`src/rtl/onchip_mem_arbiter.sv`:
```
// Two-master arbiter in front of a single-port 128-bit on-chip RAM with 1-cycle read latency.
// Optional macro MEMARB_FIXED_PRIO_EN: m0 always wins ties instead of round-robin.
module onchip_mem_arbiter #(
  parameter int ADDR_W = 15,
  parameter int DATA_W = 128,
  parameter int DEPTH  = 25000
) (
  input  logic                  clk,
  input  logic                  reset_n,
  input  logic [ADDR_W-1:0]     m0_address,
  input  logic [DATA_W/8-1:0]   m0_byteenable,
  input  logic                  m0_read,
  input  logic                  m0_write,
  input  logic [DATA_W-1:0]     m0_writedata,
  output logic                  m0_waitrequest,
  output logic [DATA_W-1:0]     m0_readdata,
  output logic                  m0_readdatavalid,
  input  logic [ADDR_W-1:0]     m1_address,
  input  logic [DATA_W/8-1:0]   m1_byteenable,
  input  logic                  m1_read,
  input  logic                  m1_write,
  input  logic [DATA_W-1:0]     m1_writedata,
  output logic                  m1_waitrequest,
  output logic [DATA_W-1:0]     m1_readdata,
  output logic                  m1_readdatavalid,
  output logic [ADDR_W-1:0]     mem_address,
  output logic [DATA_W/8-1:0]   mem_byteenable,
  output logic                  mem_chipselect,
  output logic                  mem_write,
  output logic [DATA_W-1:0]     mem_writedata,
  output logic                  mem_clken,
  input  logic [DATA_W-1:0]     mem_readdata,
  output logic                  range_err,
  input  logic                  err_clr
);

  localparam logic [ADDR_W:0] DEPTH_LIM = DEPTH[ADDR_W:0];

  // Handshake: a master's request (read|write) is accepted on the rising edge where
  // its waitrequest is 0; a master held off with waitrequest=1 keeps its signals stable.
  logic                running;
  logic                rd_pend;
  logic                rd_id;
  logic                rd_oor;
  logic [DATA_W-1:0]   hold0;
  logic [DATA_W-1:0]   hold1;
`ifndef MEMARB_FIXED_PRIO_EN
  logic                last_grant;
`endif

  logic                req0, req1;
  logic                grant_valid;
  logic                grant_id;
  logic [ADDR_W-1:0]   sel_addr;
  logic                sel_read, sel_write;
  logic                sel_illegal;
  logic                in_range;
  logic [DATA_W-1:0]   ret_data;

  always_comb begin
    req0        = m0_read | m0_write;
    req1        = m1_read | m1_write;
    grant_valid = running & (req0 | req1);
`ifdef MEMARB_FIXED_PRIO_EN
    grant_id    = ~req0;
`else
    grant_id    = (req0 & req1) ? ~last_grant : req1;
`endif
    sel_addr    = grant_id ? m1_address : m0_address;
    // Read+write together counts as a write (and is flagged as an error).
    sel_write   = grant_id ? m1_write : m0_write;
    sel_read    = (grant_id ? m1_read : m0_read) & ~sel_write;
    sel_illegal = grant_id ? (m1_read & m1_write) : (m0_read & m0_write);
    in_range    = {1'b0, sel_addr} < DEPTH_LIM;
  end

  assign mem_address    = sel_addr;
  assign mem_byteenable = grant_id ? m1_byteenable : m0_byteenable;
  assign mem_writedata  = grant_id ? m1_writedata : m0_writedata;
  assign mem_chipselect = grant_valid & in_range;
  assign mem_write      = grant_valid & sel_write & in_range;
  assign mem_clken      = running;

  assign m0_waitrequest = ~running | (req0 & ~(grant_valid & ~grant_id));
  assign m1_waitrequest = ~running | (req1 & ~(grant_valid & grant_id));

  // Out-of-range reads still complete, returning zero.
  assign ret_data         = rd_oor ? '0 : mem_readdata;
  assign m0_readdatavalid = rd_pend & ~rd_id;
  assign m1_readdatavalid = rd_pend & rd_id;
  assign m0_readdata      = m0_readdatavalid ? ret_data : hold0;
  assign m1_readdata      = m1_readdatavalid ? ret_data : hold1;

  always_ff @(posedge clk or negedge reset_n) begin
    if (!reset_n) begin
      running    <= 1'b0;
      rd_pend    <= 1'b0;
      rd_id      <= 1'b0;
      rd_oor     <= 1'b0;
      hold0      <= '0;
      hold1      <= '0;
      range_err  <= 1'b0;
`ifndef MEMARB_FIXED_PRIO_EN
      last_grant <= 1'b1;
`endif
    end else begin
      running <= 1'b1;
`ifndef MEMARB_FIXED_PRIO_EN
      if (grant_valid) last_grant <= grant_id;
`endif
      rd_pend <= grant_valid & sel_read;
      rd_id   <= grant_id;
      rd_oor  <= ~in_range;
      if (m0_readdatavalid) hold0 <= ret_data;
      if (m1_readdatavalid) hold1 <= ret_data;
      // A new error in the same cycle as err_clr keeps the flag set.
      if (grant_valid & (~in_range | sel_illegal)) range_err <= 1'b1;
      else if (err_clr)                            range_err <= 1'b0;
    end
  end

endmodule

```
`config.mk`:
```
export PLATFORM = sky130hd
export DESIGN_NAME = onchip_mem_arbiter
export DESIGN_NICKNAME = d
export VERILOG_FILES = /design/src/rtl/onchip_mem_arbiter.sv
export SDC_FILE = /design/constraint.sdc
export NUM_CORES = 1
export LEC_CHECK = 0
export CAP_MARGIN = 20
export CELL_PAD_IN_SITES_DETAIL_PLACEMENT = 1
export CELL_PAD_IN_SITES_GLOBAL_PLACEMENT = 1
export CORE_AREA = 10 10 329 331
export CTS_CLUSTER_SIZE = 28
export DETAILED_ROUTE_END_ITERATION = 8
export DIE_AREA = 0 0 339 341
export PLACE_DENSITY = 0.52
export SLEW_MARGIN = 20
export SYNTH_ARGS = -nofsm -noshare
export SYNTH_HDL_FRONTEND = slang
export SYNTH_SLANG_ARGS = --single-unit
```
`constraint.sdc`:
```
create_clock -name clk -period 1.9 [get_ports clk]
set_input_delay 0.19 -clock clk [delete_from_list [all_inputs] [get_ports clk]]
set_output_delay 0.19 -clock clk [all_outputs]
set_load 0.005 [all_outputs]
```
==> results.md, run 1 <==
Logic synthesis:
- The share of the synthesized area in the top cell type is 0.539.
- The instance count of the mapped netlist is 1,525.
- The synthesized netlist contains 30 unique library cells.
- The mean instance size in the synthesized netlist is between 7 and 8 um^2.
- The total of warnings raised by yosys is 0.
- The area of the mapped netlist is 12,100 um^2.
- The most used flip-flop cell after synthesis is sky130_fd_sc_hd__dfrtp_1.
- Of all flip-flops after synthesis, the portion carrying an async set or reset was 1.00.
- In the post-synthesis netlist, the biggest area contributors are sky130_fd_sc_hd__dfrtp_1 (54%), sky130_fd_sc_hd__nand2_1 (23%), sky130_fd_sc_hd__o21ai_0 (11%).
- The number of nets produced by synthesis is 1,978.
- For this run, the register share of the synthesized area comes to 0.541.
- The cell taking the most area after synthesis is sky130_fd_sc_hd__dfrtp_1.
- Counting flops with a built-in enable in the synthesized netlist gives 0.
- After synthesis the netlist holds a flip-flop and latch count of 262.

Final layout:
- The synthesis-to-finish area growth is 121%.
- The number of nets in the layout is 3,063.
- The final non-filler cell total is 3,998.
- The cell area after layout is 26,800 um^2.
- Of the cells placed in the final design, the portion with a size suffix greater than 1 is 0.319.

Min path:
- The class of the worst hold path is in -> async.

Power and ir drop:
- Of the total power, registers draw 0.293.
- The power spent charging and discharging nets is 0.00926 W.
- The power share of the clock group is 0.228.
- The leakage power of the design is 13.1 nW.
- The maximum vdd drop is 470 uV.
- Of the total power, combinational logic draws 0.478.
- The switching part of the total power is 0.344.
- The internal power of the cells totals 0.0177 W.
- For this design the ratio of total power to cell area is 1010 nW/um^2.
- The total power of the final layout is 0.0269 W.

STA:
- The maximum clock rate is 392 MHz.
- For the final database, setup skew stands at about 0.024 ns.
- The final count of hold timing violations is 0.
- The worst path in the final design needs a cycle of 2.55 ns, including I/O delays and setup.
- Setup repair after global routing could not meet its margin everywhere.
- The total of endpoints with negative setup slack in the final report is 421.
- The number of max-slew violations in the final report is 0.
- Of the available clock period, the critical path in the final layout requires 1.34.
- Final hold analysis gives a worst-case slack of ~0.2 ns.
- The final setup TNS is -143.47 ns.
- The final worst setup slack is -0.652 ns.

Critical path:
- In this run the critical register-to-register path is launched from last_grant.
- The data arrival time of the worst path is 2.36 ns.
- The worst setup path is launched from a register.
- The kind of cell with the highest combined delay along the critical path is buffers and inverters.
- The worst reg-to-reg setup slack is around 0.17 ns.
- The worst setup path is captured at an output pin.
- The required time reported for the critical path endpoint is ~1.7 ns.
- Along the worst path, the maximum fanout reaches 9.
- Counting cells, the worst reg-to-reg path comes to 8.
- The most prevalent standard cell on the critical path is sky130_fd_sc_hd__nand2_1.
- Traced cell by cell, the critical path runs through o21ai_4 -> nand2_8 -> inv_12 -> buf_12 -> buf_4 -> nand2_1 -> nand2_1 -> clkdlybuf4s50_1.
- The delay contributed by the slowest stage of the critical path is between 0.5 and 0.6 ns.
- The buffering stage count on the worst path with inverters included is 4.
- The reg-to-reg endpoint is range_err.
- The cell type of the slowest stage on the worst timing path is sky130_fd_sc_hd__dfstp_2.
- The setup path with the least slack is of type reg -> out.

Detailed routing:
- The post-route met1 wirelength is around 34,000 um.
- The uppermost signal routing layer after detailed routing is met5.
- The final layout contains routed wiring with a total length of 93,400 um.
- The total via count after detailed routing is 14,880.
- After detailed routing, the average wire length per cell comes to 23.4 um.
- The initial detailed-routing violation count is ~570.
- The iteration count of the initial detailed-routing pass is 5.
- The via density per instance is around 3.7.
- Summed over all nets, wire length on met3 after detailed routing comes to around 8400 um.
- The final antenna-violating net count is 0.
- For this run, design rule violations remaining after detail routing come to 0.
- Detailed routing placed a total of 48,100 um of wire on met2.

Flow run:
- Across the run, the number of max-cap violations was 0.

Floorplanning:
- The floorplan step defined a die boundary enclosing 116,000 um^2.
- The number of standard-cell rows in the floorplan is roughly 120.
- The overall die height is 341 um.
- For this configuration, the core starts out at a cell density of 0.119.
- The total core area is between 100,000 and 150,000 um^2.
- The die is 339 um wide.
- For this design the top-level I/O count stands at 876.

Placement:
- The instance count after placement with tap cells included is 3,881.
- Summed over all nets, the half-perimeter wirelength after detailed placement is ~76,000 um.
- The total cell area at the placement stage is approximately 24,000 um^2.
- At the end of routability-driven placement, the weighted congestion stood at 0.864.
- The quantity of I/O buffers inserted on ports is 875.

Clock tree:
- The clock transition at the register clock pins on the worst setup and hold paths after CTS is 0.06 ns.
- The clock drives 262 sinks.
- In this run the deepest clock path goes through 3 buffers.
- In this run the clock root is driven by a sky130_fd_sc_hd__clkbuf_16.
- The H-tree level count is 2.
- Counting the buffers created by CTS gives 34.
- The clock latency reported for the late side of the worst-skew pair is 0.53 ns.
- TritonCTS built the clock tree.

Run status:
- The final reports fail on setup timing.
- The run finished, with violations left.

GRT:
- The first-pass GRT wire length is about 120,000 um.
- Entering global routing, the biggest net connects 63 pins.
- In the global route stage, overall resource usage came out at 0.148.
- The overflow left after global routing is 0.
- The initial antenna violation count is 25.
- The number of global-route vias before repair is 15,982.
[layer usage]
| layer | track usage | vias to the layer above |
|---|---|---|
| met2 | 0.270 | 525 |
| met4 | 0.0516 | 38 |
| li1 | - | 7055 |
| met3 | 0.0640 | 133 |
| met1 | 0.150 | 7129 |
| met5 | 0 | - |
[power by group through the flow]
stage	sequential (W)	combinational, W	clock (W)
final	0.00789	0.0129	0.00615
after global routing	0.00810	0.0140	0.00666
after global placement	0.00793	0.0125	0
after CTS	0.00791	0.0131	0.00651
after floorplan	0.00786	0.00316	0
after detailed placement	0.00800	0.0126	0
[timing repair]
item / in CTS / in global routing
setup buffers: 10 / 33
resized for setup: 516 / 865
hold buffers: 1 / 0
cloned: 11 / 9
pin swaps: 28 / 35
endpoints found under the hold margin: 186 / 0
endpoints found under the setup margin: 423 / 423
[logic make-up (layout without fill, tap and decap cells)]
| kind of cell | count (synthesis) | count (layout) | synth area share |
|---|---|---|---|
| AND/OR/NAND/NOR | 879 | 879 | 0.301 |
| AO/OA/AOI/OAI | 273 | 273 | 0.116 |
| flip-flops | 262 | 262 | 0.541 |
| buffers and inverters | 110 | 1212 | 0.0421 |
| other | 1 | 4 | 0.000309 |
[cell type report]
| type | count | area (um^2) |
|---|---|---|
| Clock inverter | 5 | 35.0 |
| Sequential cell | 262 | 6560 |
| Multi-Input combinational cell | 1153 | 6180 |
| Antenna cell | 3 | 7.51 |
| Clock buffer | 48 | 985 |
| Timing Repair Buffer | 1153 | 11300 |
| Tap cell | 1368 | 1710 |
| Fill cell | 11867 | 74700 |
| Inverter | 6 | 35.0 |
[worst register-to-register path, cell delays in order (launching register included)]
cell and delay, ns:
sky130_fd_sc_hd__dfstp_2 0.57, sky130_fd_sc_hd__o21ai_4 0.10, sky130_fd_sc_hd__buf_6 0.13, sky130_fd_sc_hd__buf_6 0.11, sky130_fd_sc_hd__a21oi_4 0.18, sky130_fd_sc_hd__a32oi_4 0.10, sky130_fd_sc_hd__buf_12 0.18, sky130_fd_sc_hd__buf_4 0.14
sky130_fd_sc_hd__o221ai_1 0.15
[per-stage QoR]
stage,setup WS (ns),util
after floorplan,0.487,-
after global routing,-0.761,0.264
final,-0.652,0.264
after global placement,-0.899,0.239
after CTS,-0.820,0.256
after detailed placement,-0.867,0.239
[Yosys cell counts (2+ instances only)]
| master | instances |
|---|---|
| sky130_fd_sc_hd__a21oi_1 | 2 |
| sky130_fd_sc_hd__and2_1 | 2 |
| sky130_fd_sc_hd__buf_1 | 3 |
| sky130_fd_sc_hd__buf_2 | 42 |
| sky130_fd_sc_hd__buf_4 | 10 |
| sky130_fd_sc_hd__clkbuf_1 | 48 |
| sky130_fd_sc_hd__dfrtp_1 | 261 |
| sky130_fd_sc_hd__inv_1 | 5 |
| sky130_fd_sc_hd__nand2_1 | 736 |
| sky130_fd_sc_hd__nand2b_1 | 130 |
| sky130_fd_sc_hd__nor2_1 | 3 |
| sky130_fd_sc_hd__nor3_1 | 2 |
| sky130_fd_sc_hd__nor4_1 | 2 |
| sky130_fd_sc_hd__o211ai_1 | 3 |
| sky130_fd_sc_hd__o21ai_0 | 261 |
[cells in the final DEF (no fill, tap or decap), types with 2 or more instances in the layout]
master / synthesis / layout
sky130_fd_sc_hd__buf_12: 0 / 38
sky130_fd_sc_hd__buf_16: 0 / 18
sky130_fd_sc_hd__buf_2: 42 / 64
sky130_fd_sc_hd__buf_4: 10 / 218
sky130_fd_sc_hd__buf_6: 1 / 54
sky130_fd_sc_hd__buf_8: 0 / 7
sky130_fd_sc_hd__clkbuf_1: 48 / 7
sky130_fd_sc_hd__clkbuf_16: 0 / 43
sky130_fd_sc_hd__clkbuf_2: 0 / 102
sky130_fd_sc_hd__clkbuf_8: 0 / 6
sky130_fd_sc_hd__clkdlybuf4s15_1: 0 / 4
sky130_fd_sc_hd__clkdlybuf4s15_2: 0 / 19
sky130_fd_sc_hd__clkdlybuf4s50_1: 0 / 551
sky130_fd_sc_hd__clkinv_2: 0 / 2
sky130_fd_sc_hd__dfrtp_1: 261 / 259
sky130_fd_sc_hd__diode_2: 0 / 3
sky130_fd_sc_hd__dlygate4sd2_1: 0 / 12
sky130_fd_sc_hd__dlymetal6s2s_1: 0 / 56
sky130_fd_sc_hd__inv_1: 5 / 5
sky130_fd_sc_hd__nand2_1: 736 / 665
sky130_fd_sc_hd__nand2_2: 1 / 49
sky130_fd_sc_hd__nand2_4: 0 / 22
sky130_fd_sc_hd__nand2b_1: 130 / 101
sky130_fd_sc_hd__nand2b_2: 0 / 10
sky130_fd_sc_hd__nand2b_4: 0 / 19
sky130_fd_sc_hd__nor2_1: 3 / 3
sky130_fd_sc_hd__nor3_1: 2 / 2
sky130_fd_sc_hd__nor4_1: 2 / 2
sky130_fd_sc_hd__o211ai_1: 3 / 3
sky130_fd_sc_hd__o21ai_0: 261 / 43
sky130_fd_sc_hd__o21ai_1: 0 / 64
sky130_fd_sc_hd__o21ai_2: 1 / 148
sky130_fd_sc_hd__o21ai_4: 0 / 7
[how the worst max path moves through the flow]
stage / start / endpoint / slack [ns] / depth (start not counted)
2_1_floorplan: last_grant / mem_address[10] / 0.49 / 6
3_3_place_gp: m0_address[9] / mem_write / -0.90 / 7
3_5_place_dp: m0_address[9] / mem_write / -0.87 / 7
4_1_cts: rd_oor / m0_readdata[77] / -0.82 / 5
5_1_grt: rd_pend / m1_readdata[46] / -0.76 / 6
6_report: last_grant / mem_writedata[11] / -0.65 / 8
[sequential cells by signal (all words and copies together) (netlist names)]
register,cells
rd_oor,1
hold1,128
range_err,1
hold0,128
last_grant,1
rd_id,1
mem_clken,1
rd_pend,1
(Power assumes the default switching activity.)
==> run 2, diff against run 1 <==
--- a/config.mk
+++ b/config.mk
@@ -8,11 +8,12 @@
 export CAP_MARGIN = 20
 export CELL_PAD_IN_SITES_DETAIL_PLACEMENT = 1
 export CELL_PAD_IN_SITES_GLOBAL_PLACEMENT = 1
-export CORE_AREA = 10 10 329 331
+export CORE_AREA = 10 10 337 339
 export CTS_CLUSTER_SIZE = 28
 export DETAILED_ROUTE_END_ITERATION = 8
-export DIE_AREA = 0 0 339 341
-export PLACE_DENSITY = 0.52
+export DIE_AREA = 0 0 347 349
+export DONT_BUFFER_PORTS = 1
+export PLACE_DENSITY = 0.35
 export SLEW_MARGIN = 20
 export SYNTH_ARGS = -nofsm -noshare
 export SYNTH_HDL_FRONTEND = slang
==> run 2 against run 1 <==
  * The flow finishes with violations (hold timing, setup timing)
  * Power down 9.5%
  * Cell count fell by 18%
  * Combinational power down 28%
  * Utilization shrank 6.2 points
  * Count of clock-buffer cells in the layout increased by 8
  * Register-to-register slack lost 0.06 ns
  * First-iteration DRC count shrank 14%
  * Non-clock buffer count fell by 788
  * Maximum frequency increased by 11%
  * Clock power up 16%
==> results.md, run 2 (synthesis gave the netlist of run 1 again) <==
Critical path:
- The family with the most delay on the worst path is flip-flops.
- The delay contributed by the slowest stage of the critical path is 0.56 ns.
- By startpoint and endpoint, the worst setup path is classified as reg -> out.
- Of all nets on the critical path, the largest fanout is 7.
- The count of cells along the worst register-to-register path is 6.
- The startpoint kind of the worst setup timing path is a register.
- The slowest stage of the critical path belongs to the cell sky130_fd_sc_hd__dfstp_2.
- Data on the critical path is required at its endpoint by 1.71 ns.
- In this run the number of cells on the critical path is 7.
- The worst setup path is captured at an output pin.
- Data arrives at the worst endpoint at 2.10 ns.
- The buffering stage count on the worst path with inverters included is 3.
- The signal on the critical path passes through o21ai_4 -> nand2_8 -> inv_16 -> a32oi_2 -> buf_6 -> and3_4 -> buf_12.

Floorplanning:
- The effective utilization at floorplan is 0.114.
- The number of placed I/O pins is 876.
- The overall die height is 349 um.
- The die covers roughly 120,000 um^2.
- The total core area is 107,000 um^2.
- In this run the horizontal extent of the chip is around 350 um.
- The number of standard-cell rows in the floorplan is 120.

Placement:
- The final estimated routing congestion in global placement is 0.856.
- Detailed placement ended at an HPWL of 64,600 um.
- Buffers placed on the I/O ports in this run total 0.

Clock tree:
- In this run the deepest clock path goes through 3 buffers.
- The clock transition at the register clock pins on the worst setup and hold paths after CTS is 0.06 ns.
- The clock net in this run drives a total of 262 sinks.
- TritonCTS built the clock tree.
- The clock latency reported for the late side of the worst-skew pair is 0.59 ns.
- The H-tree level count is 2.
- The root buffer cell chosen for the clock tree is sky130_fd_sc_hd__clkbuf_16.
- TritonCTS created 37 clock buffers.

Flow run:
- The max-capacitance violation count is 0.

Detailed routing:
- The number of DRC violations after detailed routing is 0.
- The iteration count of the initial detailed-routing pass is 4.
- The total via count after detailed routing is 12,315.
- The detail route stage leaves a number of antenna-violating nets equal to 0.
- For this block, the initial DRC count from the detailed router was around 490.
- In the routed layout, each cell is associated on average with a via count of 3.78.
- The routed wire length per instance is 27.6 um.
- The total length of routed wires is between 90,000 and 100,000 um.

STA:
- At the pin with the least slew margin, the transition time is 0.606 ns.
- The worst path in the final design needs a cycle of 2.29 ns, including I/O delays and setup.
- Final hold analysis gives a worst-case slack of -0.691 ns.
- Setup violations remaining at the end of the flow were counted as 420.
- Setup repair after global routing could not meet its margin everywhere.
- In the finished design, the share of the clock period the worst path needs comes to 1.21.
- The final worst setup slack is -0.393 ns.
- The maximum clock rate is 436 MHz.
- The worst pin sits at a relative slew slack of 0.596.
- On the final layout, the worst clock skew is between 0.04 and 0.05 ns.
- The final count of hold timing violations is about 260.
- The number of max-slew violations in the final report was 0.

Power and ir drop:
- The total power density per cell area is ~1100 nW/um^2.
- In this run the static leakage power is 9.73 nW.
- Power comes to ~0.024 W.
- Across the VDD grid, the largest voltage drop is ~470 uV.

Final layout:
- Fill cells in the final layout number about 12,000.
- For this run, the share of the core covered by cells in the final layout is 0.202.
- The ratio of cells with drive above 1 in the final layout is 0.356.
- In the layout the commonest cells are sky130_fd_sc_hd__nand2_1 (618), sky130_fd_sc_hd__dfrtp_1 (260), sky130_fd_sc_hd__dlygate4sd3_1 (133), sky130_fd_sc_hd__o21ai_2 (110), sky130_fd_sc_hd__nand2_2 (99).
- The number of nets in the layout is 2,278.
- The largest registers in the layout are hold0 (128), hold1 (128).
- The library cell used most frequently in the layout, excluding fill and tap cells, is sky130_fd_sc_hd__nand2_1.
- The synthesis-to-finish area growth is 77.5%.

GRT:
- The number of global-route vias before repair is 12,910.
- Entering global routing, the biggest net connects 263 pins.
- In the global route stage, overall resource usage came out at 0.129.
- The first global-routing pass estimated 111,000 um of wire.
- The overflow left after global routing is 0.
- The initial antenna violation count is 22.

Run status:
- The checks that failed: hold timing, setup timing.
- The run finished, with violations left.

Min path:
- The class of the worst hold path is in -> async.
-- run 2: what timing repair did --
action | 4_1_cts | 5_1_grt
pin swaps | 52 | 56
resized for setup | 359 | 409
setup buffers | 15 | 64
hold buffers | 132 | 1
endpoints found under the setup margin | 425 | 421
gates cloned | 14 | 31
hold endpoints to repair | 508 | 264
-- run 2: cell type report --
class	instances	area [um^2]	share of cell area
clock buffers	56	1090	0.0505
repair buffers	365	4780	0.222
flip-flops and latches	262	6560	0.305
well taps	1403	1760	0.0816
diodes	6	15.0	0.000698
multi-input cells	1153	7150	0.332
clock inverters	11	135	0.00628
inverters	6	38.8	0.00180
-- run 2: metal layers --
| metal | global-route usage | up-vias | wire length, um |
|---|---|---|---|
| met3 | 0.0727 | 121 | 10600 |
| met2 | 0.227 | 563 | 45500 |
| met5 | 0 | - | 161 |
| met4 | 0.0348 | 22 | 2500 |
| li1 | - | 5473 | - |
| met1 | 0.131 | 6136 | 31200 |
-- run 2: stage by stage --
| stage | cells | hold slack (ns) | setup WS [ns] | setup TNS [ns] | instance area [um^2] |
|---|---|---|---|---|---|
| after floorplan | 1525 | -0.106 | 0.487 | 0 | 12100 |
| after global placement | 2937 | -0.0945 | -0.0843 | -0.185 | 14700 |
| after detailed placement | 2937 | -0.0941 | -0.244 | -0.617 | 14700 |
| after CTS | 3165 | -0.770 | -0.510 | -148.42 | 18900 |
| after global routing | 3260 | -0.745 | -0.529 | -160.02 | 21500 |
| final | 3262 | -0.691 | -0.393 | -113.22 | 21500 |
-- run 2: worst paths after layout --
kind	start	end	slack (ns)
max in group asynchronous	reset_n	hold1[42]	2.04
max	last_grant	mem_write	-0.39
min	reset_n	hold0[116]	-0.69
max reg2reg	mem_clken	range_err	0.11
min reg2reg	hold0[44]	hold0[44]	0.48
min in group clk	m0_read	rd_id	0.07
-- run 2: power breakdown --
part           switching [W]  total [W]  internal, W
Sequential          0.000536    0.00795      0.00742
Clock                0.00289    0.00714      0.00425
Combinational        0.00560    0.00926      0.00366
Total                0.00903     0.0244       0.0153
-- run 2: worst reg2reg max path: stages, from the launching register on --
cell and delay, ns:
sky130_fd_sc_hd__dfrtp_1 0.37, sky130_fd_sc_hd__buf_4 0.18, sky130_fd_sc_hd__o31ai_1 0.08, sky130_fd_sc_hd__buf_4 0.16, sky130_fd_sc_hd__dlygate4sd3_1 0.64, sky130_fd_sc_hd__a21o_1 0.13
sky130_fd_sc_hd__o221ai_1 0.10
